===== config.mk =====
export PLATFORM = sky130hd
export DESIGN_NAME = load_store_unit
export DESIGN_NICKNAME = d
export VERILOG_FILES = /design/src/rtl/load_store_unit_pkg.sv /design/src/rtl/lsu_align.sv /design/src/rtl/load_store_unit.sv
export SDC_FILE = /design/constraint.sdc
export NUM_CORES = 1
export LEC_CHECK = 0
export ABC_CLOCK_PERIOD_IN_PS = 5600
export CORE_MARGIN = 1.5
export CORE_UTILIZATION = 47
export CTS_CLUSTER_SIZE = 16
export DETAILED_ROUTE_END_ITERATION = 8
export DONT_BUFFER_PORTS = 1
export HOLD_SLACK_MARGIN = 0.08
export MAX_ROUTING_LAYER = met4
export PLACE_DENSITY = 0.59
export SYNTH_ARGS = -nofsm -noshare
export SYNTH_HDL_FRONTEND = slang
export SYNTH_HIERARCHICAL = 1
export SYNTH_SLANG_ARGS = --single-unit
export TNS_END_PERCENT = 30

===== constraint.sdc =====
create_clock -name clk_i -period 5.6 [get_ports clk_i]
set_clock_uncertainty 0.15 [all_clocks]
set_input_delay 1.12 -clock clk_i [delete_from_list [all_inputs] [get_ports clk_i]]
set_output_delay 1.12 -clock clk_i [all_outputs]
set_load 0.03 [all_outputs]

===== src/rtl/load_store_unit_pkg.sv =====
// ----------------------------------------------------------------------------
// load_store_unit_pkg
// Shared definitions for the decoder and the load/store unit:
//   - funct3 access-size encodings (LSU_B, LSU_H, LSU_W, LSU_BU, LSU_HU)
//   - load/store FSM state encoding
//   - decoder opcode constants for load and store instructions
//   - helpers for access size, misalignment detection and offset forcing
// ----------------------------------------------------------------------------
package load_store_unit_pkg;

    // funct3 encodings: bits [1:0] give the size, bit 2 selects zero-extension.
    localparam logic [2:0] LSU_B  = 3'b000;
    localparam logic [2:0] LSU_H  = 3'b001;
    localparam logic [2:0] LSU_W  = 3'b010;
    localparam logic [2:0] LSU_BU = 3'b100;
    localparam logic [2:0] LSU_HU = 3'b101;

    localparam logic [1:0] SIZE_B = 2'b00;
    localparam logic [1:0] SIZE_H = 2'b01;

    // Major opcodes that the decoder turns into ls/mem_read/mem_write strobes.
    localparam logic [6:0] OPC_LOAD  = 7'b0000011;
    localparam logic [6:0] OPC_STORE = 7'b0100011;

    typedef enum logic [1:0] {
        IDLE = 2'd0,
        REQ  = 2'd1,
        DONE = 2'd2
    } lsu_state_e;

    // True when the byte offset does not suit the access size.
    // Any size encoding other than byte/half is handled as a word.
    function automatic logic lsu_misaligned(input logic [2:0] funct3,
                                            input logic [1:0] offset);
        case (funct3[1:0])
            SIZE_B:  return 1'b0;
            SIZE_H:  return offset[0];
            default: return offset != 2'b00;
        endcase
    endfunction

    // Rounds the byte offset down to the natural alignment of the access.
    function automatic logic [1:0] lsu_force_align(input logic [2:0] funct3,
                                                   input logic [1:0] offset);
        case (funct3[1:0])
            SIZE_B:  return offset;
            SIZE_H:  return {offset[1], 1'b0};
            default: return 2'b00;
        endcase
    endfunction

endpackage


===== src/rtl/lsu_align.sv =====
// ----------------------------------------------------------------------------
// lsu_align
// Purely combinational lane handling shared by the store and load paths.
// Ports:
//   funct3_i  access size/sign
//   offset_i  byte offset within the word (already aligned to the size)
//   wdata_i   store data, right-justified (rs2)
//   rdata_i   word returned by the data memory
//   be_o      byte enables for the access
//   wdata_o   store data replicated onto every lane it may occupy
//   rdata_o   load data shifted down and sign-/zero-extended
// ----------------------------------------------------------------------------
module lsu_align
    import load_store_unit_pkg::*;
(
    input  logic [2:0]  funct3_i,
    input  logic [1:0]  offset_i,
    input  logic [31:0] wdata_i,
    input  logic [31:0] rdata_i,
    output logic [3:0]  be_o,
    output logic [31:0] wdata_o,
    output logic [31:0] rdata_o
);

    logic [31:0] shifted;

    always_comb begin
        // NOTE: every output gets a default before the case so no path leaves
        // a signal unassigned, which would otherwise infer a latch.
        shifted = rdata_i >> {offset_i, 3'b000};
        be_o    = 4'b1111;
        wdata_o = wdata_i;
        rdata_o = shifted;

        case (funct3_i[1:0])
            SIZE_B: begin
                be_o    = 4'b0001 << offset_i;
                wdata_o = {4{wdata_i[7:0]}};
                rdata_o = funct3_i[2] ? {24'h0, shifted[7:0]}
                                      : {{24{shifted[7]}}, shifted[7:0]};
            end
            SIZE_H: begin
                be_o    = offset_i[1] ? 4'b1100 : 4'b0011;
                wdata_o = {2{wdata_i[15:0]}};
                rdata_o = funct3_i[2] ? {16'h0, shifted[15:0]}
                                      : {{16{shifted[15]}}, shifted[15:0]};
            end
            default: ;
        endcase
    end

endmodule


===== src/rtl/load_store_unit.sv =====
// ----------------------------------------------------------------------------
// load_store_unit
// Memory-access stage: runs one data-memory transaction per decoder request
// and returns a one-cycle load_ready_o pulse with extended load data.
// Parameters:
//   ADDR_W       data-memory byte-address width
//   ACK_TIMEOUT  REQ cycles to wait for dmem_ack_i before aborting (0 = never)
// Optional build macro:
//   LSU_MISALIGN_TRAP_EN  misaligned H/W accesses finish at once with err_o
//                         and no bus activity; otherwise they are forced
//                         aligned and proceed.
// Ports:
//   clk_i, rst_i                     clock, synchronous active-high reset
//   ls_i, mem_read_i, mem_write_i    request strobes from the decoder
//   funct3_i, addr_i, wdata_i        access size/sign, byte address, store data
//   load_ready_o, rdata_o, err_o     completion pulse, load result, abort flag
//   dmem_req_o, dmem_we_o, dmem_addr_o, dmem_be_o, dmem_wdata_o   bus request
//   dmem_rdata_i, dmem_ack_i         bus response
// ----------------------------------------------------------------------------
module load_store_unit
    import load_store_unit_pkg::*;
#(
    parameter int unsigned ADDR_W      = 32,
    parameter int unsigned ACK_TIMEOUT = 255
) (
    input  logic              clk_i,
    input  logic              rst_i,
    input  logic              ls_i,
    input  logic              mem_read_i,
    input  logic              mem_write_i,
    input  logic [2:0]        funct3_i,
    input  logic [ADDR_W-1:0] addr_i,
    input  logic [31:0]       wdata_i,
    output logic              load_ready_o,
    output logic [31:0]       rdata_o,
    output logic              err_o,
    output logic              dmem_req_o,
    output logic              dmem_we_o,
    output logic [ADDR_W-1:0] dmem_addr_o,
    output logic [3:0]        dmem_be_o,
    output logic [31:0]       dmem_wdata_o,
    input  logic [31:0]       dmem_rdata_i,
    input  logic              dmem_ack_i
);

    localparam int unsigned CNT_W = (ACK_TIMEOUT > 1) ? $clog2(ACK_TIMEOUT + 1) : 1;

    lsu_state_e        state_q;
    logic [2:0]        funct3_q;
    logic [1:0]        offset_q;
    logic              we_q;
    logic [CNT_W-1:0]  cnt_q, cnt_d;
    logic              timeout;

    logic              load_ready_q, err_q, dmem_req_q, dmem_we_q;
    logic [31:0]       rdata_q, dmem_wdata_q;
    logic [3:0]        dmem_be_q;
    logic [ADDR_W-1:0] dmem_addr_q;

    logic              accept, trap;
    logic [1:0]        offset_in;
    logic [2:0]        align_funct3;
    logic [1:0]        align_offset;
    logic [3:0]        align_be;
    logic [31:0]       align_wdata, align_rdata;

    assign accept    = ls_i & (mem_read_i | mem_write_i);
    assign offset_in = lsu_force_align(funct3_i, addr_i[1:0]);

`ifdef LSU_MISALIGN_TRAP_EN
    assign trap = lsu_misaligned(funct3_i, addr_i[1:0]);
`else
    assign trap = 1'b0;
`endif

    // One aligner serves both paths: while idle it shapes the incoming store,
    // afterwards it extracts the load using the latched size and offset.
    assign align_funct3 = (state_q == IDLE) ? funct3_i  : funct3_q;
    assign align_offset = (state_q == IDLE) ? offset_in : offset_q;

    lsu_align u_align (
        .funct3_i (align_funct3),
        .offset_i (align_offset),
        .wdata_i  (wdata_i),
        .rdata_i  (dmem_rdata_i),
        .be_o     (align_be),
        .wdata_o  (align_wdata),
        .rdata_o  (align_rdata)
    );

    // The counter value seen in REQ cycle k is k-1, so the abort fires in the
    // ACK_TIMEOUT-th REQ cycle unless an ack arrives in that same cycle.
    always_comb begin
        cnt_d   = cnt_q + CNT_W'(1);
        timeout = 1'b0;
        if (ACK_TIMEOUT != 0) begin
            timeout = (cnt_d == CNT_W'(ACK_TIMEOUT));
        end
    end

    always_ff @(posedge clk_i) begin
        // NOTE: state is updated with non-blocking assignments only, so every
        // register samples the values from before this edge.
        if (rst_i) begin
            state_q      <= IDLE;
            funct3_q     <= 3'b000;
            offset_q     <= 2'b00;
            we_q         <= 1'b0;
            cnt_q        <= '0;
            load_ready_q <= 1'b0;
            err_q        <= 1'b0;
            rdata_q      <= 32'h0;
            dmem_req_q   <= 1'b0;
            dmem_we_q    <= 1'b0;
            dmem_addr_q  <= '0;
            dmem_be_q    <= 4'b0000;
            dmem_wdata_q <= 32'h0;
        end else begin
            // Completion outputs are single-cycle pulses.
            load_ready_q <= 1'b0;
            err_q        <= 1'b0;
            rdata_q      <= 32'h0;

            case (state_q)
                IDLE: begin
                    if (accept) begin
                        funct3_q <= funct3_i;
                        offset_q <= offset_in;
                        we_q     <= mem_write_i;
                        if (trap) begin
                            state_q      <= DONE;
                            load_ready_q <= 1'b1;
                            err_q        <= 1'b1;
                        end else begin
                            state_q      <= REQ;
                            cnt_q        <= '0;
                            dmem_req_q   <= 1'b1;
                            dmem_we_q    <= mem_write_i;
                            dmem_addr_q  <= {addr_i[ADDR_W-1:2], 2'b00};
                            dmem_be_q    <= align_be;
                            dmem_wdata_q <= align_wdata;
                        end
                    end
                end

                REQ: begin
                    cnt_q <= cnt_d;
                    if (dmem_ack_i || timeout) begin
                        state_q      <= DONE;
                        dmem_req_q   <= 1'b0;
                        dmem_we_q    <= 1'b0;
                        load_ready_q <= 1'b1;
                        // Ack has priority over a timeout in the same cycle.
                        err_q        <= ~dmem_ack_i;
                        rdata_q      <= (dmem_ack_i && !we_q) ? align_rdata : 32'h0;
                    end
                end

                DONE: begin
                    state_q <= IDLE;
                end

                default: begin
                    state_q <= IDLE;
                end
            endcase
        end
    end

    assign load_ready_o = load_ready_q;
    assign rdata_o      = rdata_q;
    assign err_o        = err_q;
    assign dmem_req_o   = dmem_req_q;
    assign dmem_we_o    = dmem_we_q;
    assign dmem_addr_o  = dmem_addr_q;
    assign dmem_be_o    = dmem_be_q;
    assign dmem_wdata_o = dmem_wdata_q;

endmodule


==> load_flow_metrics.sql, run 1 <==
INSERT INTO impl_metrics (metric_group, metric, value, unit) VALUES
('outcome', 'outcome', 'complete, no violations', ''),
('sta', 'drv_slew', '0', ''),
('power', 'cell_internal_pwr', '1676', 'uW'),
('logic_synthesis', 'synth_seq_area_share', '42.80', '%'),
('layout', 'final_layout_size_suffix_gt1_share', '12.38', '%'),
('power', 'p_sw', '602.1', 'uW'),
('min_path', 'holdCritPathClass', 'register to register', ''),
('power', 'combinational_share_of_power', '10.8', '%'),
('grt', 'antenna_found_initial', '0', ''),
('sta', 'final_critical_path_required_period', '2.955', 'ns'),
('detailed_routing', 'detailedRoute.firstPassIterationCount', '4', ''),
('logic_synthesis', 'synthesis.instances', '664', ''),
('floorplan', 'floorplan.rows', '39', ''),
('power', 'power_density', '383.5', 'nW/um2'),
('logic_synthesis', 'synth.top_cells.by_area', 'dfxtp_1, nand2_1, a21oi_1, mux2_2, and2_1', ''),
('logic_synthesis', 'synth_top_family_by_area', 'simple AND/OR/NAND/NOR gates', ''),
('detailed_routing', 'route.detailed.vias_per_inst', '5.753', ''),
('sta', 'fmax', '338.4', 'MHz'),
('logic_synthesis', 'post_synth_and_or_nand_nor_area_fraction', '24.19', '%'),
('logic_synthesis', 'number_of_distinct_library_cells_after_synthesis', '59', ''),
('critical_path', 'setup.worst_path.start_class', 'input port', ''),
('logic_synthesis', 'post_synth_xor_area_fraction', '0.3174', '%'),
('placed_design', 'gpl.final_weighted_congestion', '0.8072', ''),
('floorplan', 'die-area', '12400', 'um2'),
('critical_path', 'worst_ep_arrival_time', '3.16', 'ns'),
('min_path', 'holdCritStartpoint', 'funct3_q[2]$_SDFFE_PP0P_', ''),
('logic_synthesis', 'synthesis.area', '5519', 'um2'),
('logic_synthesis', 'ys_async_sr_fraction', '0', '%'),
('grt', 'wire_length_of_the_first_global_routing_pass', '21.98', 'mm'),
('sta', 'final-hold-violation-count', '0', ''),
('detailed_routing', 'postRouteAntennaNets', '0', ''),
('logic_synthesis', 'ys_dominant_reg_cell', 'dfxtp_1', ''),
('flow_run', 'max_cap_violations', '0', ''),
('layout', 'n_fill_cell', '1128', ''),
('critical_path', 'path_class', 'input port to register', ''),
('logic_synthesis', 'synth_edf_count', '0', ''),
('layout', 'seq_area', '2362', 'um2'),
('placed_design', 'dp_hpwl', '9.517', 'mm'),
('clocking', 'cts_root_buffer', 'clkbuf_16', ''),
('critical_path', 'r2r_worst_path_depth', '6', ''),
('detailed_routing', 'drt-total-wl', '13.90', 'mm'),
('sta', 'grt_setup_unrepaired', 'no', ''),
('layout', 'multi_input_area', '2794', 'um2'),
('sta', 'timing.hold.ws', '0.2982', 'ns'),
('critical_path', 'worst-r2r-setup-slack', '2.66', 'ns'),
('detailed_routing', 'drt_iter0_drc', '347', ''),
('critical_path', 'rr_startpoint', 'state_q[1]$_SDFFE_PP0P_', ''),
('clocking', 'clk_latency', '0.41', 'ns'),
('clocking', 'cts_setup_buffers', '0', ''),
('clocking', 'numClockSinks', '118', ''),
('floorplan', 'die_height', '111.4', 'um'),
('power', 'leakage', '0.002253', 'uW'),
('detailed_routing', 'dr_total_vias', '4493', ''),
('floorplan', 'fp.dieW', '111.4', 'um'),
('sta', 'timing.slew.headroom', '16.90', '%'),
('floorplan', 'floorplan.core_area', '11420', 'um2'),
('logic_synthesis', 'synth.mux.area_fraction', '9.000', '%'),
('detailed_routing', 'drc_errors', '0', ''),
('layout', 'nets', '735', ''),
('logic_synthesis', 'synth_warnings', '6', ''),
('clocking', 'holdBufCountCts', '0', ''),
('layout', 'synthToLayoutAreaGrowth', '7.663', '%'),
('grt', 'grt_remaining_overflow', '0', ''),
('logic_synthesis', 'compound_gate_portion_of_the_synthesized_area', '16.37', '%'),
('critical_path', 'reg2reg_to', 'rdata_o[15]$_SDFF_PP0_', ''),
('power', 'share_seq_of_total_power', '43.3', '%'),
('clocking', 'tritoncts', 'yes', ''),
('placed_design', 'port_buffers', '0', ''),
('clocking', 'htree_levels', '4', ''),
('grt', 'grt_start_max_net_pins', '86', ''),
('sta', 'least_margin_pin_slew', '1.241', 'ns');
-- cells in the mapped netlist, types with 3 or more instances --
library cell / instances
inv_1: 3
mux2_2: 27
nand3_1: 13
nand2_1: 162
a21oi_1: 104
clkbuf_1: 20
nand3b_1: 3
a211oi_1: 9
mux2i_1: 17
and2_1: 32
dfxtp_1: 118
a22oi_1: 7
nor2_1: 14
buf_6: 6
or3_1: 3
o21ai_0: 16
nor2b_1: 11
clkbuf_2: 3
nand4_1: 10
buf_4: 17
o21bai_1: 4
buf_2: 12
or2_2: 8
a31oi_1: 3
-- worst max-delay path, cell delays in order --
cell	delay (ns)
nor2_1	0.12
nand3_1	0.09
nand2_1	0.07
buf_4	0.36
and2b_2	0.32
nand4b_1	0.60
nand3_1	0.30
and2_1	0.16
-- worst max-delay path by stage --
| stage | slack (ns) | endpoint | depth (start not counted) |
|---|---|---|---|
| detailed placement | 2.25 | rdata_o[15]$_SDFF_PP0_ | 5 |
| floorplan | 2.84 | dmem_wdata_o[13]$_SDFFE_PP0P_ | 7 |
| CTS | 2.63 | rdata_o[15]$_SDFF_PP0_ | 6 |
| global route | 2.45 | rdata_o[20]$_SDFF_PP0_ | 8 |
| global placement | 2.30 | rdata_o[15]$_SDFF_PP0_ | 5 |
| finish | 2.65 | rdata_o[30]$_SDFF_PP0_ | 8 |
-- cell type report --
cell class              instances  share of cell area (%)
repair buffers                  4                  0.5054
multi-input cells             484                   47.02
flip-flops and latches        118                   39.76
clock buffers                  25                   8.339
clock inverters                 4                   1.179
well taps                     143                   3.011
inverters                       3                  0.1895
-- metrics by stage --
stage | setup slack (ns) | instance area, um2 | utilization, % | power [uW] | std cells
final | 2.645 | 5942 | 52.04 | 2278 | 781
after CTS | 2.626 | 5942 | 52.04 | 2301 | 781
after global routing | 2.450 | 5942 | 52.04 | 2378 | 781
after detailed placement | 2.246 | 5376 | 47.09 | 1251 | 752
after floorplan | 2.845 | 5523 | - | 1225 | 665
after global placement | 2.304 | 5376 | 47.09 | 1245 | 752
-- flip-flops by register name, indices dropped and copies added, names as in the netlist, 2 cells and up --
| signal | flops |
|---|---|
| state_q | 2 |
| dmem_wdata_o | 32 |
| dmem_addr_o | 30 |
| offset_q | 2 |
| cnt_q | 8 |
| rdata_o | 32 |
| funct3_q | 3 |
| dmem_be_o | 4 |
-- power by group through the flow --
| stage | Combinational [uW] | Clock [uW] | Sequential, uW |
|---|---|---|---|
| after floorplan | 230 | 0 | 995 |
| after global placement | 240 | 0 | 1000 |
| after detailed placement | 246 | 0 | 1010 |
| after CTS | 248 | 1070 | 988 |
| after global routing | 280 | 1110 | 991 |
| final | 246 | 1040 | 987 |
-- placed cells by master, fill, tap and decap left out, types with 3 or more instances in the layout --
cell,netlist,final
dfxtp_1,118,118
clkbuf_1,20,4
and2_1,32,32
inv_1,3,3
clkbuf_16,0,17
nand4_1,10,10
o21bai_1,4,4
nand3_1,13,13
nor2b_1,11,11
o21ai_0,16,16
nand3b_1,3,3
a21oi_1,104,104
a22oi_1,7,7
clkbuf_8,0,4
a31oi_1,3,3
a211oi_1,9,9
or3_1,3,3
mux2_2,27,27
or2_2,8,8
mux2i_1,17,17
buf_4,17,4
nand2_1,162,162
nor2_1,14,14
-- kinds of logic (layout without fill, tap and decap cells) --
kind of cell    after synthesis  count (layout)
simple gates                276             276
compound gates              156             156
flops                       118             118
buf+inv                      63              36
mux                          46              46
fa+ha+maj                     2               2
xor+xnor                      2               2
other cells                   1               2
-- per-layer routing --
| metal | vias to the layer above | track usage, % | part of all wire, % |
|---|---|---|---|
| met1 | 2078 | 27.62 | 42 |
| li1 | 2182 | - | - |
| met3 | 30 | 9.091 | 9.5 |
| met5 | - | - | 0 |
| met2 | 203 | 34.44 | 46 |
| met4 | 0 | 9.451 | 2.4 |
Power figures use the tool's default switching activity.
==> inputs of run 2 (changes only) <==
--- a/config.mk
+++ b/config.mk
@@ -5,7 +5,7 @@
 export SDC_FILE = /design/constraint.sdc
 export NUM_CORES = 1
 export LEC_CHECK = 0
-export ABC_CLOCK_PERIOD_IN_PS = 5600
+export ABC_CLOCK_PERIOD_IN_PS = 3000
 export CORE_MARGIN = 1.5
 export CORE_UTILIZATION = 47
 export CTS_CLUSTER_SIZE = 16
==> constraint.sdc (replaced) <==
create_clock -name clk_i -period 3 [get_ports clk_i]
set_clock_uncertainty 0.15 [all_clocks]
set_input_delay 0.6 -clock clk_i [delete_from_list [all_inputs] [get_ports clk_i]]
set_output_delay 0.6 -clock clk_i [all_outputs]
set_load 0.03 [all_outputs]
==> load_flow_metrics.sql, run 2 (synthesis gave the netlist of run 1 again) <==
INSERT INTO impl_metrics (metric_group, metric, value, unit) VALUES
('detailed_routing', 'wire_per_inst', '17.56', 'um'),
('critical_path', 'worst_ep_arrival_time', '2.77', 'ns'),
('sta', 'drv_slew', '0', ''),
('critical_path', 'worstSetupEndpointType', 'register', ''),
('detailed_routing', 'drt-total-wl', '13.84', 'mm'),
('layout', 'synthToLayoutAreaGrowth', '7.912', '%'),
('power', 'power_density', '689.0', 'nW/um2'),
('floorplan', 'floorplan.rows', '39', ''),
('min_path', 'holdCritPathClass', 'input port to register', ''),
('clocking', 'numClockSinks', '118', ''),
('clocking', 'htree_levels', '4', ''),
('floorplan', 'floorplan.core_area', '11420', 'um2'),
('detailed_routing', 'drt_iter0_drc', '309', ''),
('floorplan', 'die-area', '12400', 'um2'),
('clocking', 'cts_max_path_buffers', '2', ''),
('clocking', 'tritoncts', 'yes', ''),
('critical_path', 'critical_path_peak_fanout', '14', ''),
('grt', 'grt_pass1_vias', '4229', ''),
('floorplan', 'initial_core_utilization', '48.33', '%'),
('floorplan', 'top_level_ports', '209', ''),
('layout', 'antennaDiodeCount', '0', ''),
('placed_design', 'placement.cell_area', '5419', 'um2'),
('clocking', 'tritoncts.num_buffers', '17', ''),
('sta', 'final-hold-violation-count', '0', ''),
('detailed_routing', 'detailedRoute.firstPassIterationCount', '5', ''),
('floorplan', 'die_height', '111.4', 'um'),
('floorplan', 'fp.dieW', '111.4', 'um'),
('clocking', 'holdBufCountCts', '0', ''),
('layout', 'final_instance_area', '5956', 'um2'),
('placed_design', 'dp_hpwl', '9.706', 'mm'),
('sta', 'fmax', '382.6', 'MHz'),
('grt', 'grt.total_usage', '23.02', '%'),
('detailed_routing', 'met3WireLength', '1.117', 'mm'),
('critical_path', 'cp_data_required_time', '3.15', 'ns'),
('grt', 'grt_start_max_net_pins', '86', ''),
('detailed_routing', 'postRouteAntennaNets', '0', ''),
('outcome', 'outcome', 'complete, no violations', ''),
('grt', 'grt_remaining_overflow', '0', ''),
('detailed_routing', 'wl_met1', '5.857', 'mm'),
('sta', 'timing.slew.headroom', '44.53', '%'),
('grt', 'antenna_found_initial', '0', ''),
('detailed_routing', 'route.met2.wl', '6.477', 'mm'),
('flow_run', 'max_cap_violations', '0', ''),
('placed_design', 'port_buffers', '0', ''),
('detailed_routing', 'drc_errors', '0', ''),
('layout', 'commonest_non_fill_non_tap_cell_in_the_layout', 'nand2_1', ''),
('sta', 'final_critical_path_required_period', '2.614', 'ns'),
('layout', 'n_fill_cell', '1107', ''),
('layout', 'nets', '739', ''),
('clocking', 'clk_transition_reported_paths', '0.06', 'ns'),
('detailed_routing', 'maxUsedRoutingLayer', 'met4', ''),
('critical_path', 'path_class', 'register to register', ''),
('sta', 'least_margin_pin_slew', '0.8302', 'ns'),
('placed_design', 'gpl.final_weighted_congestion', '0.8334', ''),
('clocking', 'clk_latency', '0.41', 'ns'),
('detailed_routing', 'dr_total_vias', '4460', ''),
('layout', 'mostFrequentLayoutCells', 'nand2_1, dfxtp_1, a21oi_1', ''),
('layout', 'final_layout_size_suffix_gt1_share', '13.95', '%'),
('sta', 'grt_setup_unrepaired', 'no', ''),
('sta', 'setup_viol', '0', ''),
('power', 'vdd_ir_drop_max', '536.8', 'uV'),
('sta', 'fin_tns_setup', '0', 'ns'),
('grt', 'wire_length_of_the_first_global_routing_pass', '21.85', 'mm'),
('clocking', 'cts_setup_buffers', '0', ''),
('detailed_routing', 'route.detailed.vias_per_inst', '5.660', ''),
('power', 'leakage', '0.002252', 'uW'),
('sta', 'post-route-period-util', '87.13', '%'),
('critical_path', 'setup.worst_path.start_class', 'register', ''),
('clocking', 'cts_root_buffer', 'clkbuf_16', ''),
('clocking', 'cts_repair_resize_count', '0', '');
## run 2: worst max-delay path, cell delays in order (launching register included)
cell	delay (ns)
dfxtp_1	0.35
nor2_4	0.28
mux2_2	0.55
nor2_2	0.44
buf_4	0.26
mux2_2	0.34
nand2_1	0.06
a21oi_1	0.07
## run 2: where the power goes
group | internal [uW] | leakage (uW) | total, uW | switching, uW
Combinational | 197 | 0.00104 | 465 | 268
Clock | 1090 | 0.000252 | 1800 | 710
Sequential | 1650 | 0.000962 | 1840 | 195
Total | 2930 | 0.00225 | 4100 | 1170
## run 2: routing by layer
| metal | GRT usage (%) | vias up |
|---|---|---|
| met4 | 11.56 | 0 |
| met2 | 35.13 | 183 |
| met3 | 7.403 | 29 |
| li1 | - | 2191 |
| met5 | - | - |
| met1 | 27.37 | 2057 |
## run 2: final timing paths
check	start	endpoint	slack (ns)	depth (start not counted)
worst min-delay path	rst_i	dmem_wdata_o[28]$_SDFFE_PP0P_	0.10	1
worst max-delay path	state_q[1]$_SDFFE_PP0P_	dmem_wdata_o[12]$_SDFFE_PP0P_	0.39	7
worst min register to register	funct3_q[1]$_SDFFE_PP0P_	funct3_q[1]$_SDFFE_PP0P_	0.29	2
worst max register to register	state_q[1]$_SDFFE_PP0P_	dmem_wdata_o[12]$_SDFFE_PP0P_	0.39	7
## run 2: stage by stage
step                      instances  hold WS [ns]  total power (uW)  util, %  worst slack (ns)
after detailed placement        756        0.2907              2344    47.46            0.3809
after global routing            788       0.08297              4290    52.16            0.1866
after floorplan                 665        0.2829              2287        -            0.7156
after CTS                       788       0.08793              4148    52.16            0.3741
final                           788        0.1002              4103    52.16            0.3861
after global placement          756        0.2895              2331    47.46            0.4600
## run 2: final cells by class
class	count	area, um2	share of cell area, %
clock buffer	19	452.9	7.605
clock inverter	13	83.83	1.408
inverter	3	11.26	0.1891
multi-input combinational	484	2794	46.91
sequential	118	2362	39.66
tap	143	178.9	3.004
timing repair buffer	8	72.57	1.218
